`src/rtl/snake_input_ctrl_pkg.sv`:
```
// snake_input_ctrl_pkg: shared definitions for the snake input conditioning block.
//   - direction encoding and its opposite() helper
//   - default debounce length and counter width
//   - button index order used for the per-button vectors in the top
package snake_input_ctrl_pkg;

  typedef enum logic [1:0] {
    DIR_UP    = 2'b00,
    DIR_DOWN  = 2'b01,
    DIR_LEFT  = 2'b10,
    DIR_RIGHT = 2'b11
  } dir_e;

  // 10 ms at 100 MHz
  localparam int unsigned DB_CYCLES_DEF = 1000000;
  localparam int unsigned CNT_W_DEF     = 20;

  localparam int unsigned N_BTN = 5;
  localparam int unsigned BTN_L = 0;
  localparam int unsigned BTN_R = 1;
  localparam int unsigned BTN_U = 2;
  localparam int unsigned BTN_D = 3;
  localparam int unsigned BTN_C = 4;

  // UP<->DOWN and LEFT<->RIGHT differ only in bit 0
  function automatic dir_e opposite(input dir_e d);
    return dir_e'({d[1], ~d[0]});
  endfunction

endpackage

```
`src/rtl/snake_debounce.sv`:
```
// snake_debounce: 2-FF synchroniser, stable-count debouncer and press one-shot.
// Ports:
//   Clk    in  board clock
//   Reset  in  asynchronous active-high reset
//   Raw    in  raw button, asynchronous to Clk
//   Level  out debounced level
//   Pulse  out one-cycle pulse the cycle after Level rises
module snake_debounce
  import snake_input_ctrl_pkg::*;
#(
  parameter int unsigned DB_CYCLES = DB_CYCLES_DEF,
  parameter int unsigned CNT_W     = CNT_W_DEF
) (
  input  logic Clk,
  input  logic Reset,
  input  logic Raw,
  output logic Level,
  output logic Pulse
);

  localparam logic [CNT_W-1:0] CNT_LAST = CNT_W'(DB_CYCLES - 1);

  logic             r_sync1;
  logic             r_sync2;
  logic             r_level;
  logic             r_level_q;
  logic             r_pulse;
  logic [CNT_W-1:0] r_cnt;

  // Synchroniser, debounce counter and rising-edge one-shot
  always_ff @(posedge Clk or posedge Reset) begin
    if (Reset) begin
      r_sync1   <= 1'b0;
      r_sync2   <= 1'b0;
      r_level   <= 1'b0;
      r_level_q <= 1'b0;
      r_pulse   <= 1'b0;
      r_cnt     <= '0;
    end else begin
      r_sync1   <= Raw;
      r_sync2   <= r_sync1;
      r_level_q <= r_level;
      r_pulse   <= r_level & ~r_level_q;
      // Any sample agreeing with the stable level restarts the count
      if (r_sync2 == r_level) begin
        r_cnt <= '0;
      end else if (r_cnt == CNT_LAST) begin
        r_level <= r_sync2;
        r_cnt   <= '0;
      end else begin
        r_cnt <= r_cnt + CNT_W'(1);
      end
    end
  end

  assign Level = r_level;
  assign Pulse = r_pulse;

endmodule

```
`src/rtl/snake_input_ctrl.sv`:
```
// snake_input_ctrl: button conditioning and direction arbitration for snake_core.
// Ports:
//   Clk, Reset                      board clock, asynchronous active-high reset
//   BtnL/BtnR/BtnU/BtnD/BtnC        raw push-buttons
//   Tick                            one-cycle game-step strobe
//   LeftP/RightP/UpP/DownP/AckP     one-cycle debounced press pulses
//   Dir                             committed direction for this step
//   Pending                         direction committed at the next Tick
//   DirValid                        one-cycle pulse after each Tick
module snake_input_ctrl
  import snake_input_ctrl_pkg::*;
#(
  parameter int unsigned DB_CYCLES = DB_CYCLES_DEF,
  parameter int unsigned CNT_W     = CNT_W_DEF
) (
  input  logic       Clk,
  input  logic       Reset,
  input  logic       BtnL,
  input  logic       BtnR,
  input  logic       BtnU,
  input  logic       BtnD,
  input  logic       BtnC,
  input  logic       Tick,
  output logic       LeftP,
  output logic       RightP,
  output logic       UpP,
  output logic       DownP,
  output logic       AckP,
  output logic [1:0] Dir,
  output logic [1:0] Pending,
  output logic       DirValid
);

  logic [N_BTN-1:0] w_raw;
  logic [N_BTN-1:0] w_pulse;
  // Debounced levels are not needed past the one-shots
  logic [N_BTN-1:0] w_level_unused;

  // Bit order follows the BTN_* indices
  assign w_raw = {BtnC, BtnD, BtnU, BtnR, BtnL};

  for (genvar g = 0; g < N_BTN; g++) begin : g_btn
    snake_debounce #(
      .DB_CYCLES(DB_CYCLES),
      .CNT_W    (CNT_W)
    ) u_db (
      .Clk  (Clk),
      .Reset(Reset),
      .Raw  (w_raw[g]),
      .Level(w_level_unused[g]),
      .Pulse(w_pulse[g])
    );
  end

  dir_e r_dir;
  dir_e r_pend;
  logic r_dir_valid;

  dir_e w_req;
  dir_e w_dir_next;
  logic w_any;
  logic w_legal;

  // Priority pick UP > DOWN > LEFT > RIGHT, judged against the direction in force next step
  always_comb begin
    w_req      = DIR_UP;
    w_any      = 1'b1;
    w_dir_next = Tick ? r_pend : r_dir;
    if (w_pulse[BTN_U]) begin
      w_req = DIR_UP;
    end else if (w_pulse[BTN_D]) begin
      w_req = DIR_DOWN;
    end else if (w_pulse[BTN_L]) begin
      w_req = DIR_LEFT;
    end else if (w_pulse[BTN_R]) begin
      w_req = DIR_RIGHT;
    end else begin
      w_any = 1'b0;
    end
    w_legal = w_any && (w_req != opposite(w_dir_next));
  end

  // Pending / Dir / DirValid registers
  always_ff @(posedge Clk or posedge Reset) begin
    if (Reset) begin
      r_dir       <= DIR_RIGHT;
      r_pend      <= DIR_RIGHT;
      r_dir_valid <= 1'b0;
    end else begin
      r_dir_valid <= Tick;
      if (Tick) begin
        r_dir <= r_pend;
      end
      if (w_legal) begin
        r_pend <= w_req;
      end
    end
  end

  assign LeftP    = w_pulse[BTN_L];
  assign RightP   = w_pulse[BTN_R];
  assign UpP      = w_pulse[BTN_U];
  assign DownP    = w_pulse[BTN_D];
  assign AckP     = w_pulse[BTN_C];
  assign Dir      = r_dir;
  assign Pending  = r_pend;
  assign DirValid = r_dir_valid;

endmodule

```
`config.mk`:
```
export PLATFORM = sky130hd
export DESIGN_NAME = snake_input_ctrl
export DESIGN_NICKNAME = d
export VERILOG_FILES = /design/src/rtl/snake_input_ctrl_pkg.sv /design/src/rtl/snake_debounce.sv /design/src/rtl/snake_input_ctrl.sv
export SDC_FILE = /design/constraint.sdc
export NUM_CORES = 1
export LEC_CHECK = 0
export ABC_AREA = 1
export ABC_CLOCK_PERIOD_IN_PS = 11400
export CAP_MARGIN = 20
export CORE_MARGIN = 4
export CORE_UTILIZATION = 65
export CTS_BUF_LIST = sky130_fd_sc_hd__clkbuf_4 sky130_fd_sc_hd__clkbuf_8
export DETAILED_ROUTE_END_ITERATION = 8
export PLACE_DENSITY = 0.83
export SYNTH_ARGS = -nofsm -noshare
export SYNTH_HDL_FRONTEND = slang
export SYNTH_SLANG_ARGS = --single-unit
```
`constraint.sdc`:
```
create_clock -name Clk -period 11.4 [get_ports Clk]
set_clock_uncertainty 0.2 [all_clocks]
set_input_delay 3.42 -clock Clk [delete_from_list [all_inputs] [get_ports Clk]]
set_output_delay 3.42 -clock Clk [all_outputs]
set_load 0.01 [all_outputs]
```
---- Word level (Yosys, flattened, before mapping) ----
Index checks and enable logic that the tools add are counted.
Widths: inputs -> output; s select.
storage, ports and cells
  register bits ........................... 130
  latch bits .............................. 0
  bits in writable memories ............... 0
  bits in read-only memories .............. 0
  bits of input ports ..................... 8
  output and inout port bits .............. 10
  word-level logic and storage cells ...... 90
  memories ................................ 0
operators by class
  add/sub/neg operators ................... 5
  $mul .................................... 0
  divide/modulo/power cells ............... 0
  magnitude comparators ................... 0
  eq/ne operators ......................... 11
  shifts and indexed selects .............. 0
  mux-type cells .......................... 19
  bitwise logic cells ..................... 16
  reductions and logical operators ........ 6
operator list
  operator               number
  $mux 20                10
  $add 20x1->20 const B  5
  $eq 20x20->1 const B   5
  $not 1->1              11
  $mux 2                 5
  $reduce_and 2->1       5
  $and 1x1->1            5
  $eq 1x1->1             5
  $mux 1                 4
  $ne 2x2->1             1
  $logic_and 1x1->1      1

---- Logic depth before layout (Yosys ltp) ----
  depth in word-level cells ............... 6
  mapped depth ............................ 10
  mapped depth without buffers ............ 10

---- Cells and area by module ----
From an unflattened synthesis, not the netlist that was laid out.
unflattened totals
  cells, all modules ...................... 870
  area total of the unflattened synthesis .. 6915.4 µm²
by module, submodules not included
  module            instances  cells each  area an instance (µm²)  seq. area each (µm²)
  snake_debounce    5          165         1322.5                  625.6
  snake_input_ctrl  1          45          302.8                   130.1

---- Worst setup path after synthesis ----
OpenSTA, ideal clock, no wires.
  path kind ............................... input -> register
  start ................................... in Tick
  end ..................................... reg r_pend[0] (netlist: Pending[0])
  arrival time ............................ 3960 ps
  data required time ...................... 11140 ps
  path slack .............................. 7180 ps
  stages on the path ...................... 7
  cell sequence ........................... o21ai_0 -> nand2_1 -> nand2_1 -> nand2_1 -> nand2_1 -> nand2_1 -> nand2_1
on the way
  longest elaborated chain between the ends .. 4
ends and longest elaborated chain
  item                  line                        RTL
  from (decl)           snake_input_ctrl.sv:23      input logic Tick,
  $mux 2 *              n/a
  $not 1->1             snake_input_ctrl_pkg.sv:27  return dir_e'({d[1], ~d[0]});
  $ne 2x2->1 *          snake_input_ctrl.sv:80      w_legal = w_any && (w_req != opposite(w_dir_next));
  $logic_and 1x1->1 *   snake_input_ctrl.sv:80
  to (signal assigned)  snake_input_ctrl.sv:95      r_pend <= w_req;
  to (decl)             snake_input_ctrl.sv:56      dir_e r_pend;
Mark *: on every way between the ends. The rest lies on a longest branch, timed or not.
A chain may end at the register's enable or synchronous reset.

---- Final worst setup path ----
  start ................................... reg r_pend[0] (netlist: Pending[0])
  end ..................................... out Pending[0]
RTL lines
  item       line                    RTL
  to (decl)  snake_input_ctrl.sv:30  output logic [1:0] Pending,
No word-level cell between the ends.

==> impl_results.md <==
- Critical Path Max Stage Delay: 0.55 ns
- DP Area: 0.007114 mm²
- DR DRC count: 0
- Largest net degree at the start of global routing: 74
- CP startpoint kind: register
- Buf/Inv on CP: 1
- CTS tree: yes
- Synthesized netlist cell count: 851
- Worst skew pair latency: 0.45 ns
- CTS root buf: clkbuf_8
- Mean post-synth cell area: 7.972 µm²
- Leak: 0.003275 µW
- Post-DP HPWL: 9445 µm
- Post-route ant nets: 0
- Slowest stage cell, crit path: dfstp_2
- Slew Viols, Final: 0
- # IOs: 18
- Distinct cell type count after synthesis: 28
- Row count: 37
- Asr flop ratio synth: 100.0%
- Max rail drop VDD: 0.09722 mV
- Final worst slack: 6.229 ns
- Postcts setup bufs: 0
- Launch point of the critical path: Pending[0]$_DFFE_PP1P_
- Setup crit end: Pending[0]
- Total power: 913.3 µW
- CP Data Required Time: 7.78 ns
- RSZ-0062 raised after global routing: false
- 1st-pass router iterations: 5
- Final WL: 13480 µm
- TritonCTS Buffers: 17
- Reg clk slew, reported paths: 0.07 ns
- Tightest Hold Check Type: register to register
- # hold bufs at CTS: 0
- Fmax: 0.1934 GHz
- Max-Slew Margin vs Limit: 41.55%
- # diodes: 0
- CTS sink count: 130
- Final setup violation count: 0
- Layout cells sized above 1: 9.922%
- DP Cell Count: 1001
- Total grt overflow: 0
- Synth warnings: 0
- Final Hold Viols: 0
- CP Capture Type: primary output
- Placer Congestion: 0.9436
- Final net count: 897
- Post-Syn Area: 0.006784 mm²
- Final instance area: 0.007532 mm²
- Vias: 5543
- R2R cell count: 6
- Post-synth EDFFs: 0
- Vias in the first global route: 5352
- Die width: 110.2 µm
- Final Non-Filler Cells: 1033
- Area Growth Syn to Fin: 11.03%
- Die H: 110.2 µm
- Setup WS pre-CTS: 5.881 ns
- Minimum clock period: 5.171 ns
- PwrDens: 121.3 mW/mm²
- Initial antenna violation count: 0
- CORE AREA: 0.01023 mm²
- CP arrival: 1.55 ns
- Clock buffer depth: 2
- Crit-path leading delay family: flip-flops
- RR Startpoint: g_btn[1].u_db.r_cnt[0]$_DFF_PP0_
- Main flop type after synthesis: dfrtp_1
- Worst-margin pin slew: 0.8768 ns
- Worst reg2reg setup slack: 9.68 ns
- Cell depth of the worst setup path: 1
- Full die area: 0.01214 mm²
- Status: complete, no violations
- Drt wl/cell: 13.05 µm
- First-pass GRT wire length: 23870 µm
- Port Buffers: 17
- Starting Density: 66.31%
- Most common cell after layout, fill and taps aside: nor2_1
- H-tree depth: 4
- Most frequent cells in the layout: nor2_1, nand2_1, dfrtp_1, inv_1, nand3_1
- Maximum capacitance violations: 0
- Worst R2R End: g_btn[1].u_db.r_cnt[6]$_DFF_PP0_
- Setup TNS: 0 ns
- Area contributors post-synth: dfrtp_1, nor2_1, nand2_1, nand3_1, inv_1
- Worst Path Max Fanout: 3
- Final period util: 45.36%
- Post-synthesis sequential area ratio: 48.03%
- Initial DRC count: 386
- GRT Util Overall: 24.93%
- Vias/cell: 5.366
- Share of the synthesized area in the top cell type: 46.48%
- CP cell instances: clkdlybuf4s50_1
- CTS resizes: 0
- Seq cells post-synth: 130
- Post-synth net total: 864
- Area leader, netlist: dfrtp_1
- Critical setup path kind: register to primary output
## final cells by class
class,instances,area [µm²]
repair buffers,18,177.7
clock buffers,17,234.0
flip-flops and latches,130,3258
multi-input cells,623,3153
inverters,94,355.3
fillers,776,2699
well taps,136,170.2
clock inverters,15,183.9
## state kept, by name, indices dropped and copies added, names as in the netlist
register,cells
Pending,2
g_btn.u_db.r_cnt,100
g_btn.u_db.r_level_q,5
g_btn.u_db.Pulse,5
Dir,2
g_btn.u_db.Level,5
g_btn.u_db.r_sync1,5
DirValid,1
g_btn.u_db.r_sync2,5
## stage by stage
stage / hold slack [ns] / utilization [%]
after global placement: 0.1333 / 69.54
after detailed placement: 0.1403 / 69.54
final: 0.1481 / 73.62
after floorplan: 0.1312 / -
after CTS: 0.1493 / 73.62
after global routing: 0.1613 / 73.62
## how the worst min path moves through the flow
stage	start	endpoint	cells past startpoint
CTS	g_btn[0].u_db.r_sync1$_DFF_PP0_	g_btn[0].u_db.r_sync2$_DFF_PP0_	0
global placement	g_btn[3].u_db.r_sync1$_DFF_PP0_	g_btn[3].u_db.r_sync2$_DFF_PP0_	0
finish	g_btn[0].u_db.r_sync1$_DFF_PP0_	g_btn[0].u_db.r_sync2$_DFF_PP0_	0
detailed placement	g_btn[2].u_db.r_sync1$_DFF_PP0_	g_btn[2].u_db.r_sync2$_DFF_PP0_	0
global route	g_btn[0].u_db.r_sync1$_DFF_PP0_	g_btn[0].u_db.r_sync2$_DFF_PP0_	0
floorplan	g_btn[0].u_db.r_sync1$_DFF_PP0_	g_btn[0].u_db.r_sync2$_DFF_PP0_	0
## kinds of logic (layout without fill, tap and decap cells)
| family | Yosys count | after routing | share of synthesized area, % |
|---|---|---|---|
| compound gates | 37 | 37 | 2.803 |
| fa+ha+maj | 5 | 5 | 0.9222 |
| flops | 130 | 130 | 48.03 |
| buf+inv | 98 | 144 | 5.496 |
| xor+xnor | 55 | 55 | 7.212 |
| simple gates | 526 | 526 | 35.54 |
## metal layers
layer,vias up,track usage (%),routed length [µm]
met5,-,0,0
li1,2750,-,-
met3,30,5.941,668
met2,148,41.25,6697
met1,2615,31.92,5836
met4,0,9.587,274
## report_power, final
part           switching [µW]  leakage, µW  internal (µW)
sequential               5.18      0.00176            468
clock                     190     0.000203            218
combinational            22.3      0.00131           10.0
## Yosys cell counts (7+ instances only)
cell type and count:
a21oi_1 21, inv_1 91, xor2_1 33, nand2_2 14
nor3_1 8, o21ai_0 7, nor2_1 198, nand2_1 162
xnor2_1 21, dfrtp_1 126, nand4_1 18, nand3_1 83
nor2_2 13, o21ai_1 7
Power figures use the tool's default switching activity.
